File: src/rtl/proc_out_capture.sv
// Capture stage for the processor's output bus: records each new nonzero value into a
// small FIFO read over valid/ready, with sticky overflow and no-output watchdog flags.
module proc_out_capture #(
  parameter int WIDTH   = 8,
  parameter int DEPTH   = 4,
  parameter int TIMEOUT = 1023
) (
  input  logic             clk,
  input  logic             reset,
  input  logic             start,
  input  logic [WIDTH-1:0] proc_out,
  input  logic             rd_ready,
  output logic             rd_valid,
  output logic [WIDTH-1:0] rd_data,
  output logic [7:0]       count,
  output logic             overflow,
  output logic             timeout,
  output logic             armed
);

  localparam int AW = $clog2(DEPTH);
  localparam int TW = (TIMEOUT > 0) ? $clog2(TIMEOUT + 1) : 1;
  localparam logic [TW-1:0] TIMER_MAX = TW'(TIMEOUT);

  typedef enum logic [1:0] {
    ST_IDLE    = 2'd0,
    ST_ARMED   = 2'd1,
    ST_TIMEOUT = 2'd2
  } state_e;

  state_e           state_q, state_d;
  logic [WIDTH-1:0] prev_q, prev_d;
  logic [TW-1:0]    timer_q, timer_d;
  logic [TW-1:0]    timer_inc;
  logic [7:0]       count_q, count_d;
  logic             overflow_q, overflow_d;
  logic             timeout_q, timeout_d;

  // Pointers carry one extra wrap bit so full and empty are distinguishable.
  logic [AW:0]      wr_ptr_q, wr_ptr_d;
  logic [AW:0]      rd_ptr_q, rd_ptr_d;
  logic [WIDTH-1:0] mem_q [DEPTH];

  logic push_req;
  logic push_ok;
  logic pop;
  logic empty;
  logic full;

  assign timer_inc = timer_q + TW'(1);

  // NOTE: every variable driven here gets a default first, so no path can infer a latch.
  always_comb begin
    state_d   = state_q;
    prev_d    = prev_q;
    timer_d   = timer_q;
    timeout_d = timeout_q;
    push_req  = 1'b0;

    unique case (state_q)
      ST_IDLE: begin
        if (start) begin
          state_d = ST_ARMED;
          prev_d  = '0;
          timer_d = '0;
        end
      end

      ST_ARMED: begin
        if (!start) begin
          state_d = ST_IDLE;
        end else if (proc_out != prev_q && proc_out != '0) begin
          push_req = 1'b1;
          prev_d   = proc_out;
          timer_d  = '0;
        end else begin
          // A drop to zero re-enables capture of a repeated value; it is not activity.
          if (proc_out == '0) prev_d = '0;
          if (TIMEOUT != 0) begin
            timer_d = timer_inc;
            if (timer_inc == TIMER_MAX) begin
              state_d   = ST_TIMEOUT;
              timeout_d = 1'b1;
            end
          end
        end
      end

      ST_TIMEOUT: begin
        state_d = ST_TIMEOUT;
      end

      default: begin
        state_d = ST_IDLE;
      end
    endcase
  end

  assign empty   = (wr_ptr_q == rd_ptr_q);
  assign full    = (wr_ptr_q[AW] != rd_ptr_q[AW]) &&
                   (wr_ptr_q[AW-1:0] == rd_ptr_q[AW-1:0]);
  assign pop     = !empty && rd_ready;
  // On a full FIFO the slot being popped this edge is the one written, so both may proceed.
  assign push_ok = push_req && (!full || pop);

  always_comb begin
    wr_ptr_d   = wr_ptr_q;
    rd_ptr_d   = rd_ptr_q;
    count_d    = count_q;
    overflow_d = overflow_q;

    if (pop)     rd_ptr_d = rd_ptr_q + (AW+1)'(1);
    if (push_ok) wr_ptr_d = wr_ptr_q + (AW+1)'(1);
    if (push_ok && count_q != 8'hFF) count_d = count_q + 8'd1;
    if (push_req && !push_ok) overflow_d = 1'b1;
  end

  // NOTE: state uses non-blocking assignments only, so every register samples pre-edge values.
  always_ff @(posedge clk or posedge reset) begin
    if (reset) begin
      state_q    <= ST_IDLE;
      prev_q     <= '0;
      timer_q    <= '0;
      count_q    <= '0;
      overflow_q <= 1'b0;
      timeout_q  <= 1'b0;
      wr_ptr_q   <= '0;
      rd_ptr_q   <= '0;
      // NOTE: the storage is reset too, because rd_data reads it directly and must be 0 in reset.
      for (int i = 0; i < DEPTH; i++) mem_q[i] <= '0;
    end else begin
      state_q    <= state_d;
      prev_q     <= prev_d;
      timer_q    <= timer_d;
      count_q    <= count_d;
      overflow_q <= overflow_d;
      timeout_q  <= timeout_d;
      wr_ptr_q   <= wr_ptr_d;
      rd_ptr_q   <= rd_ptr_d;
      if (push_ok) mem_q[wr_ptr_q[AW-1:0]] <= proc_out;
    end
  end

  assign rd_valid = !empty;
  assign rd_data  = mem_q[rd_ptr_q[AW-1:0]];
  assign count    = count_q;
  assign overflow = overflow_q;
  assign timeout  = timeout_q;
  assign armed    = (state_q == ST_ARMED);

endmodule

File: config.mk
export PLATFORM = sky130hd
export DESIGN_NAME = proc_out_capture
export DESIGN_NICKNAME = d
export VERILOG_FILES = /design/src/rtl/proc_out_capture.sv
export SDC_FILE = /design/constraint.sdc
export NUM_CORES = 1
export LEC_CHECK = 0
export ABC_AREA = 1
export CAP_MARGIN = 10
export CORE_MARGIN = 10
export CORE_UTILIZATION = 44
export CTS_BUF_LIST = sky130_fd_sc_hd__clkbuf_8
export DETAILED_ROUTE_END_ITERATION = 8
export MAX_ROUTING_LAYER = met4
export SLEW_MARGIN = 30
export SYNTH_ARGS = -nofsm -noshare
export SYNTH_HDL_FRONTEND = slang
export SYNTH_SLANG_ARGS = --single-unit
export TNS_END_PERCENT = 10
File: constraint.sdc
create_clock -name clk -period 2.2 [get_ports clk]
set_input_delay 0.22 -clock clk [delete_from_list [all_inputs] [get_ports clk]]
set_output_delay 0.22 -clock clk [all_outputs]
set_load 0.1 [all_outputs]
Word-level counts from Yosys, hierarchy flattened --
Cells that the tools add are included.
Cells by class: reduce and logical (&&, ||, !) cells 19, add/sub/neg operators 4, multiply operators 0, divide/modulo/power cells 0, shift-type cells 0, multiplexer cells 23, eq/ne operators 13, magnitude comparators 3, bitwise logic cells 3
Operators by type and width (number):
- 8-bit two-way mux | 7
- 32-bit bitwise mux | 1
- 10-bit two-way mux | 3
- 10-bit one-hot mux with 2 select lines | 1
- 8-bit binary-select mux with 2-bit select | 1
- 8-bit demux with 2-bit select | 1
- 8-bit one-hot mux with 2 select lines | 1
- 10-bit by 1-bit adder with 10-bit output (second input constant) | 1
- 10-bit equality test (second input constant) | 1
- 8-bit by 1-bit adder with 8-bit output (second input constant) | 1
- 8-bit zero test | 1
- 2-bit two-way mux | 4
- 8-bit != test | 1
- 8-bit != test (second input constant) | 1
- 4-bit AND reduction | 2
- 8-bit nonzero test | 1
- 1-bit logical AND | 7
- 3-bit by 1-bit adder with 3-bit output (second input constant) | 2
- 3-bit >= comparator (second input constant) | 2
- 2-bit NOT with 3-bit output | 2
- 2-bit one-hot mux with 3 select lines | 1
- 3-bit AND reduction | 2
- 2-bit != test (second input constant) | 2
- 3-bit equality test | 1
- 14 further kinds | 18
Storage, ports and cells: output and inout port bits 20, register bits after elaboration 68, bits in writable memories 0, input bits 12, bits in latches 0, logic and storage cells 77, memory bits (read-only) 0, memories kept 0

Logic depth before layout (Yosys ltp) --
Gate-level depths: netlist of run 1.
depth in word-level cells 8, mapped depth 12, mapped depth without buffers 12

Worst setup path before layout of run 1 --
No wires, ideal clock.
kind flip-flop to output port, start point register rd_ptr_q[0], end point output port rd_data[3], stages on the path, launching flop included 6, data required time 1.980 ns, setup slack -0.545 ns, data arrival time 2.525 ns, buffers on the path 2, cell sequence dfrtp_1 > buf_2 > inv_1 > buf_1 > o21ai_0 > o22ai_1
On the way: longest elaborated chain between the ends 4
Ends and longest elaborated chain:
- start: declaration | line 41 | logic [AW:0] rd_ptr_q, rd_ptr_d;
- start signal: assignment | line 139 | rd_ptr_q <= rd_ptr_d;
- 2-bit NOT with 3-bit output (implied by the code) | line 145 | assign rd_data = mem_q[rd_ptr_q[AW-1:0]];
- 8-bit binary-select mux with 2-bit select | line 145
- 8-bit two-way mux (implied by the code) (2 in series) | line 145
- end: declaration | line 14 | output logic [WIDTH-1:0] rd_data,
Every way passes these cells. The select of a mux whose other input is x is not followed.

Worst setup path after layout of run 1 --
start point register rd_ptr_q[0], end point output port rd_data[7]
The elaborated chain is that of the path after synthesis.

==> flow_metrics.env, run 1 <==
export IMPL_cts_htree_levels=3
export IMPL_area_growth_pct=22.3
export IMPL_insertion_delay_ns=0.35
export IMPL_grt_max_degree=45
export IMPL_finalWorstSetupSlack_ns=0.251
export IMPL_synthMuxAreaShare=0
export IMPL_rows=33
export IMPL_async_flop_share=1.00
export IMPL_use_met1=0.204
export IMPL_cap_violations=0
export IMPL_worstSetupPathType="register to output port"
export IMPL_worstPathRequired_ns=1.98
export IMPL_min_path_type="input pin to async pin"
export IMPL_synthDistinctLibCells=29
export IMPL_start_util=0.457
export IMPL_cts_tree="built"
export IMPL_finalCriticalPeriod_ns=1.95
export IMPL_clock_skew_ns=0.00924
export IMPL_hold_buffers=0
export IMPL_pre_cts_ws_ns=-0.176
export IMPL_worst_hold_slack_ns=0.203
export IMPL_multi_input_area_um2=1780
export IMPL_wirelength_mm=9.55
export IMPL_dieWidth_um=113
export IMPL_hold_violations=0
export IMPL_overflow=0
export IMPL_netlist_top_cells_area="dfrtp_1 (45%), nand2_1 (16%), nand3_1 (8.6%)"
export IMPL_rsz0062_at_grt="no"
export IMPL_grt_pass1_wl_mm=16.3
export IMPL_drc=0
export IMPL_synth_nets=521
export IMPL_antenna_cells=0
export IMPL_cts_buffers=9
export IMPL_synth_top_family_by_area="simple AND/OR/NAND/NOR gates"
export IMPL_syn_inst=501
export IMPL_max_stage_delay_ns=0.45
export IMPL_synth_area_per_cell_um2=7.57
export IMPL_top_usage_layer="met2"
export IMPL_worstPathCellList="buf_4 > o21ai_0 > o22ai_1 > buf_12"
export IMPL_dr_pass1_iters=5
export IMPL_yosys_cell_count_top_type="nand2_1"
export IMPL_status="completed"
export IMPL_post_dp_hpwl_mm=6.61
export IMPL_fp_dieH_um=113
export IMPL_synth_seq_area_share=0.449
export IMPL_synth_top_area_frac=0.449
export IMPL_startpoint_type="register"
export IMPL_ant_nets=0
export IMPL_timing_rr_start="prev_q[2]"
export IMPL_io_buffer_count=31
export IMPL_yosysWarnings=0
export IMPL_relSlewSlack=0.669
export IMPL_seq_area_um2=1700
export IMPL_final_area_um2=4640
export IMPL_power_density_nw_per_um2=1630
export IMPL_die_area_um2=12700
export IMPL_ys_seq_elements=68
export IMPL_grt_pass1_vias=3345
export IMPL_critPathArrivalTime_ns=1.73
export IMPL_first_iter_violations=154
export IMPL_syn_area_um2=3790
export IMPL_pin_count=32
export IMPL_netlist_top_cells_count="nand2_1 (158), dfrtp_1 (68), nand3_1 (65)"
export IMPL_fin_setup_tns_ns=0
export IMPL_power_leakage_nw=2.32
export IMPL_final_nets=572
export IMPL_vias=3373
export IMPL_drive_above_1_share=0.145
export IMPL_path_clk_slew_ns=0.08
export IMPL_synth_compound_area_frac=0.0693
export IMPL_grt_util_all_layers=0.160
export IMPL_wl_per_cell_um=14.4
export IMPL_peakVddDrop_uv=872
export IMPL_fmax_mhz=513
export IMPL_clock_sinks=68
export IMPL_synthXorXnorAreaFrac=0.0393
export IMPL_max_slew_worst_pin_slew_ns=0.497
export IMPL_core_um2=8300
export IMPL_cp_startpoint="rd_ptr_q[0]"
export IMPL_clockBufferDepth=2
export IMPL_slowest_stage="dfrtp_1"
export IMPL_slew_viol_final=0
export IMPL_use_met3=0.0423
export IMPL_antenna_found_initial=0
export IMPL_num_fill_cells=792
export IMPL_crit_path_max_fanout=17
export IMPL_synth_fa_ha_area_frac=0.0264
export IMPL_root_buffer="clkbuf_8"
export IMPL_synth_top_flop_cell="dfrtp_1"
export IMPL_end_kind="output port"
export IMPL_fin_crit_sh=0.886
export IMPL_globalRouteMet2Util=0.247
export IMPL_setup_viol=0
export IMPL_yosys_area_share_simple=0.334
export IMPL_routed_via_density=5.10
export IMPL_yosysTopAreaCell="dfrtp_1"
export IMPL_gp_congestion=0.817
export IMPL_post_dp_cell_area_um2=4420
export IMPL_synth_edf_count=0
[area by class of cell]
cell class	count	share of cell area
timing repair buffer	61	0.141
multi-input combinational	366	0.384
inverter	46	0.0380
clock inverter	7	0.0146
clock buffer	9	0.0267
tap	105	0.0283
sequential	68	0.367
[metal layers]
metal,vias to the layer above,wire length [µm],part of all wire
met3,2,486,0.051
li1,1709,-,-
met1,1587,4490,0.47
met5,-,0,0
met4,0,33,0.0035
met2,75,4540,0.48
[cells in the final DEF, fill, tap and decap left out, types with 10 or more instances in the layout]
cell type / count
dfrtp_1: 68
o21ai_0: 25
nand4_1: 10
nor2_1: 46
nand2_1: 158
buf_12: 12
buf_4: 37
inv_1: 43
clkdlybuf4s50_1: 11
nand3_1: 65
[power breakdown]
part           switching (mW)  internal, mW  total, mW
Sequential              0.333          1.70       2.03
Combinational            3.02          1.49       4.52
Clock                   0.509         0.519       1.03
[path summary, 6_finish.rpt]
kind                              endpoint  cells past startpoint  slack, ns
worst min-delay path             prev_q[5]                      2       0.20
worst min register to register   mem_q[19]                      2       0.47
worst max register to register    count[7]                     12       0.49
min in group clk                 mem_q[19]                      2       0.47
max in group asynchronous        mem_q[31]                      3       1.47
worst max-delay path            rd_data[7]                      4       0.25
[through the flow]
stage	power (mW)	std cells	utilization
2_1_floorplan	5.02	501	-
3_3_place_gp	6.48	645	0.532
3_5_place_dp	6.54	645	0.532
4_1_cts	7.58	661	0.555
5_1_grt	8.07	662	0.559
6_report	7.58	662	0.559
[cells by family after synthesis]
logic type      Yosys count
fa+ha+maj                 8
xor+xnor                 17
flops                    68
simple gates            292
compound gates           49
buf+inv                  67
[state kept, by name (all words and copies together) (netlist names)]
name and cells:
timer_q 10, prev_q 8, rd_ptr_q 3, count 8, timeout 1, overflow 1, state_q 2, wr_ptr_q 3
mem_q 32
[timing repair]
item / CTS / global route
setup buffers: 0 / 0
setup endpoints to repair: 0 / 1
endpoints found under the hold margin: 0 / 0
resized for setup: 0 / 1
[critical path, delay by kind of cell, from the launching register on]
family / cells / cell delay, ns
buffers and inverters: 2 / 0.49
AO/OA/AOI/OAI: 2 / 0.43
flip-flops: 1 / 0.45
Power figures use the tool's default switching activity.
==> run 2, diff against run 1 <==
clock period = 2.1 ns   (was 2.2 ns; I/O delays follow)
==> run 2 against run 1 <==
Sequential power rose by 5%; first-iteration DRC count up 14%; via count up 2.1%; design area rose by 1.9%; register-to-register slack worse by 0.25 ns; critical path depth unchanged; sequential share of layout area decreased by 0.67 points; flip-flop and latch count unchanged; total power up 7.6%; non-clock buffer count increased by 9; wire length is 0.43% lower; highest routed layer unchanged.
==> flow_metrics.env, run 2 (synthesis gave the netlist of run 1 again) <==
export IMPL_status="completed"
export IMPL_drc=0
export IMPL_wirelength_mm=9.51
export IMPL_largestRegisters="mem_q x32, timer_q x10"
export IMPL_rsz0062_at_grt="no"
export IMPL_worst_hold_slack_ns=0.162
export IMPL_largest_reg_flops=32
export IMPL_cap_violations=0
export IMPL_root_buffer="clkbuf_8"
export IMPL_cts_tree="built"
export IMPL_start_util=0.457
export IMPL_path_clk_slew_ns=0.08
export IMPL_routed_via_density=5.13
export IMPL_area_growth_pct=24.6
export IMPL_crit_path_max_fanout=14
export IMPL_critical_path_top_delay_family="flip-flops"
export IMPL_drive_above_1_share=0.161
export IMPL_crit_buf_inv=2
export IMPL_max_slew_worst_pin_slew_ns=0.520
export IMPL_clockBufferDepth=2
export IMPL_largest_register="mem_q"
export IMPL_antenna_found_initial=0
export IMPL_fin_crit_sh=0.949
export IMPL_fp_dieH_um=113
export IMPL_layout_common_cells="nand2_1 (158), dfrtp_1 (68), nand3_1 (65)"
export IMPL_power_density_nw_per_um2=1720
export IMPL_power_frac_comb=0.586
export IMPL_end_kind="output port"
export IMPL_antenna_cells=0
export IMPL_first_iter_violations=175
export IMPL_worstPathRequired_ns=1.89
export IMPL_hold_violations=0
export IMPL_seq_area_um2=1700
export IMPL_vias=3443
export IMPL_dr_pass1_iters=5
export IMPL_post_dp_hpwl_mm=6.70
export IMPL_max_stage_delay_ns=0.52
export IMPL_die_area_um2=12700
export IMPL_slew_viol_final=0
export IMPL_pin_count=32
export IMPL_cts_buffers=9
export IMPL_wl_per_cell_um=14.2
export IMPL_final_common_cell="nand2_1"
export IMPL_ant_nets=0
export IMPL_relSlewSlack=0.653
export IMPL_peakVddDrop_uv=963
export IMPL_clock_sinks=68
export IMPL_p_clk_frac=0.152
export IMPL_critPathArrivalTime_ns=1.78
export IMPL_power_switching_mw=4.09
export IMPL_gp_congestion=0.820
export IMPL_grt_pass1_wl_mm=15.9
export IMPL_startpoint_type="register"
export IMPL_worstSetupPathType="register to output port"
export IMPL_p_int_mw=4.06
export IMPL_min_path_type="input pin to async pin"
export IMPL_grt_util_all_layers=0.155
export IMPL_insertion_delay_ns=0.35
export IMPL_slowest_stage="dfrtp_1"
export IMPL_rows=33
export IMPL_switching_share=0.502
export IMPL_p_seq_frac=0.262
export IMPL_setup_viol=0
export IMPL_grt_pass1_vias=3286
export IMPL_power_leakage_nw=2.37
export IMPL_worstPathCellList="buf_4 > o21ai_0 > o22ai_1 > buf_12"
export IMPL_finalCriticalPeriod_ns=1.99
export IMPL_overflow=0
export IMPL_core_um2=8300
export IMPL_cts_htree_levels=3
export IMPL_fmax_mhz=502
export IMPL_clock_skew_ns=0.00909
export IMPL_fin_setup_tns_ns=0
export IMPL_grt_max_degree=45
export IMPL_io_buffer_count=31
export IMPL_multi_input_area_um2=1780
export IMPL_dieWidth_um=113
export IMPL_num_fill_cells=793
export IMPL_final_nets=581
run 2: area by class of cell:
| type | instances | share of cell area |
|---|---|---|
| sequential | 68 | 0.360 |
| clock buffer | 9 | 0.0262 |
| multi-input combinational | 366 | 0.377 |
| tap | 105 | 0.0278 |
| clock inverter | 7 | 0.0209 |
| inverter | 46 | 0.0373 |
| timing repair buffer | 70 | 0.150 |
run 2: path summary, 6_finish.rpt:
path | from | endpoint | slack, ns | cells after the start
max in group asynchronous | reset | mem_q[21] | 1.30 | 3
max reg2reg | rd_ptr_q[0] | wr_ptr_q[2] | 0.24 | 8
max | rd_ptr_q[0] | rd_data[7] | 0.11 | 4
min in group clk | mem_q[14] | mem_q[14] | 0.47 | 2
min reg2reg | mem_q[14] | mem_q[14] | 0.47 | 2
min | reset | mem_q[22] | 0.16 | 2
run 2: worst reg2reg max path, cell delays in order, from the launching register on:
cell and delay, ns:
dfrtp_1 0.52, xor2_1 0.20, a21oi_1 0.09, nand2_2 0.08, inv_1 0.07, nor2_4 0.44
buf_16 0.23, nand3_1 0.08, nand2_1 0.09
run 2: repair_timing:
action / 4_1_cts / 5_1_grt
hold buffers: 0 / 0
setup endpoints to repair: 6 / 8
gates resized for setup: 1 / 0
buffers inserted: 0 / 2
cloned: 0 / 0
run 2: layer usage:
layer / wire, µm / GRT usage
met1: 4470 / 0.201
met4: 173 / 0.0635
met3: 443 / 0.0269
met2: 4420 / 0.233
met5: 0 / -
run 2: per-stage QoR:
stage	area, µm²	instances	total power, mW	setup slack [ns]	util
CTS	4680	668	8.14	0.00127	0.564
floorplan	3800	501	5.21	-0.562	-
global route	4730	671	8.65	0.0338	0.569
detailed placement	4460	652	6.87	-0.278	0.537
global placement	4460	652	6.81	-0.235	0.537
finish	4730	671	8.15	0.106	0.569
run 2: power by group through the flow:
stage | combinational, mW | clock, mW | sequential [mW]
detailed placement | 4.73 | 0 | 2.15
global route | 5.13 | 1.32 | 2.20
global placement | 4.68 | 0 | 2.14
finish | 4.77 | 1.24 | 2.13
CTS | 4.74 | 1.26 | 2.13
floorplan | 2.82 | 0 | 2.39
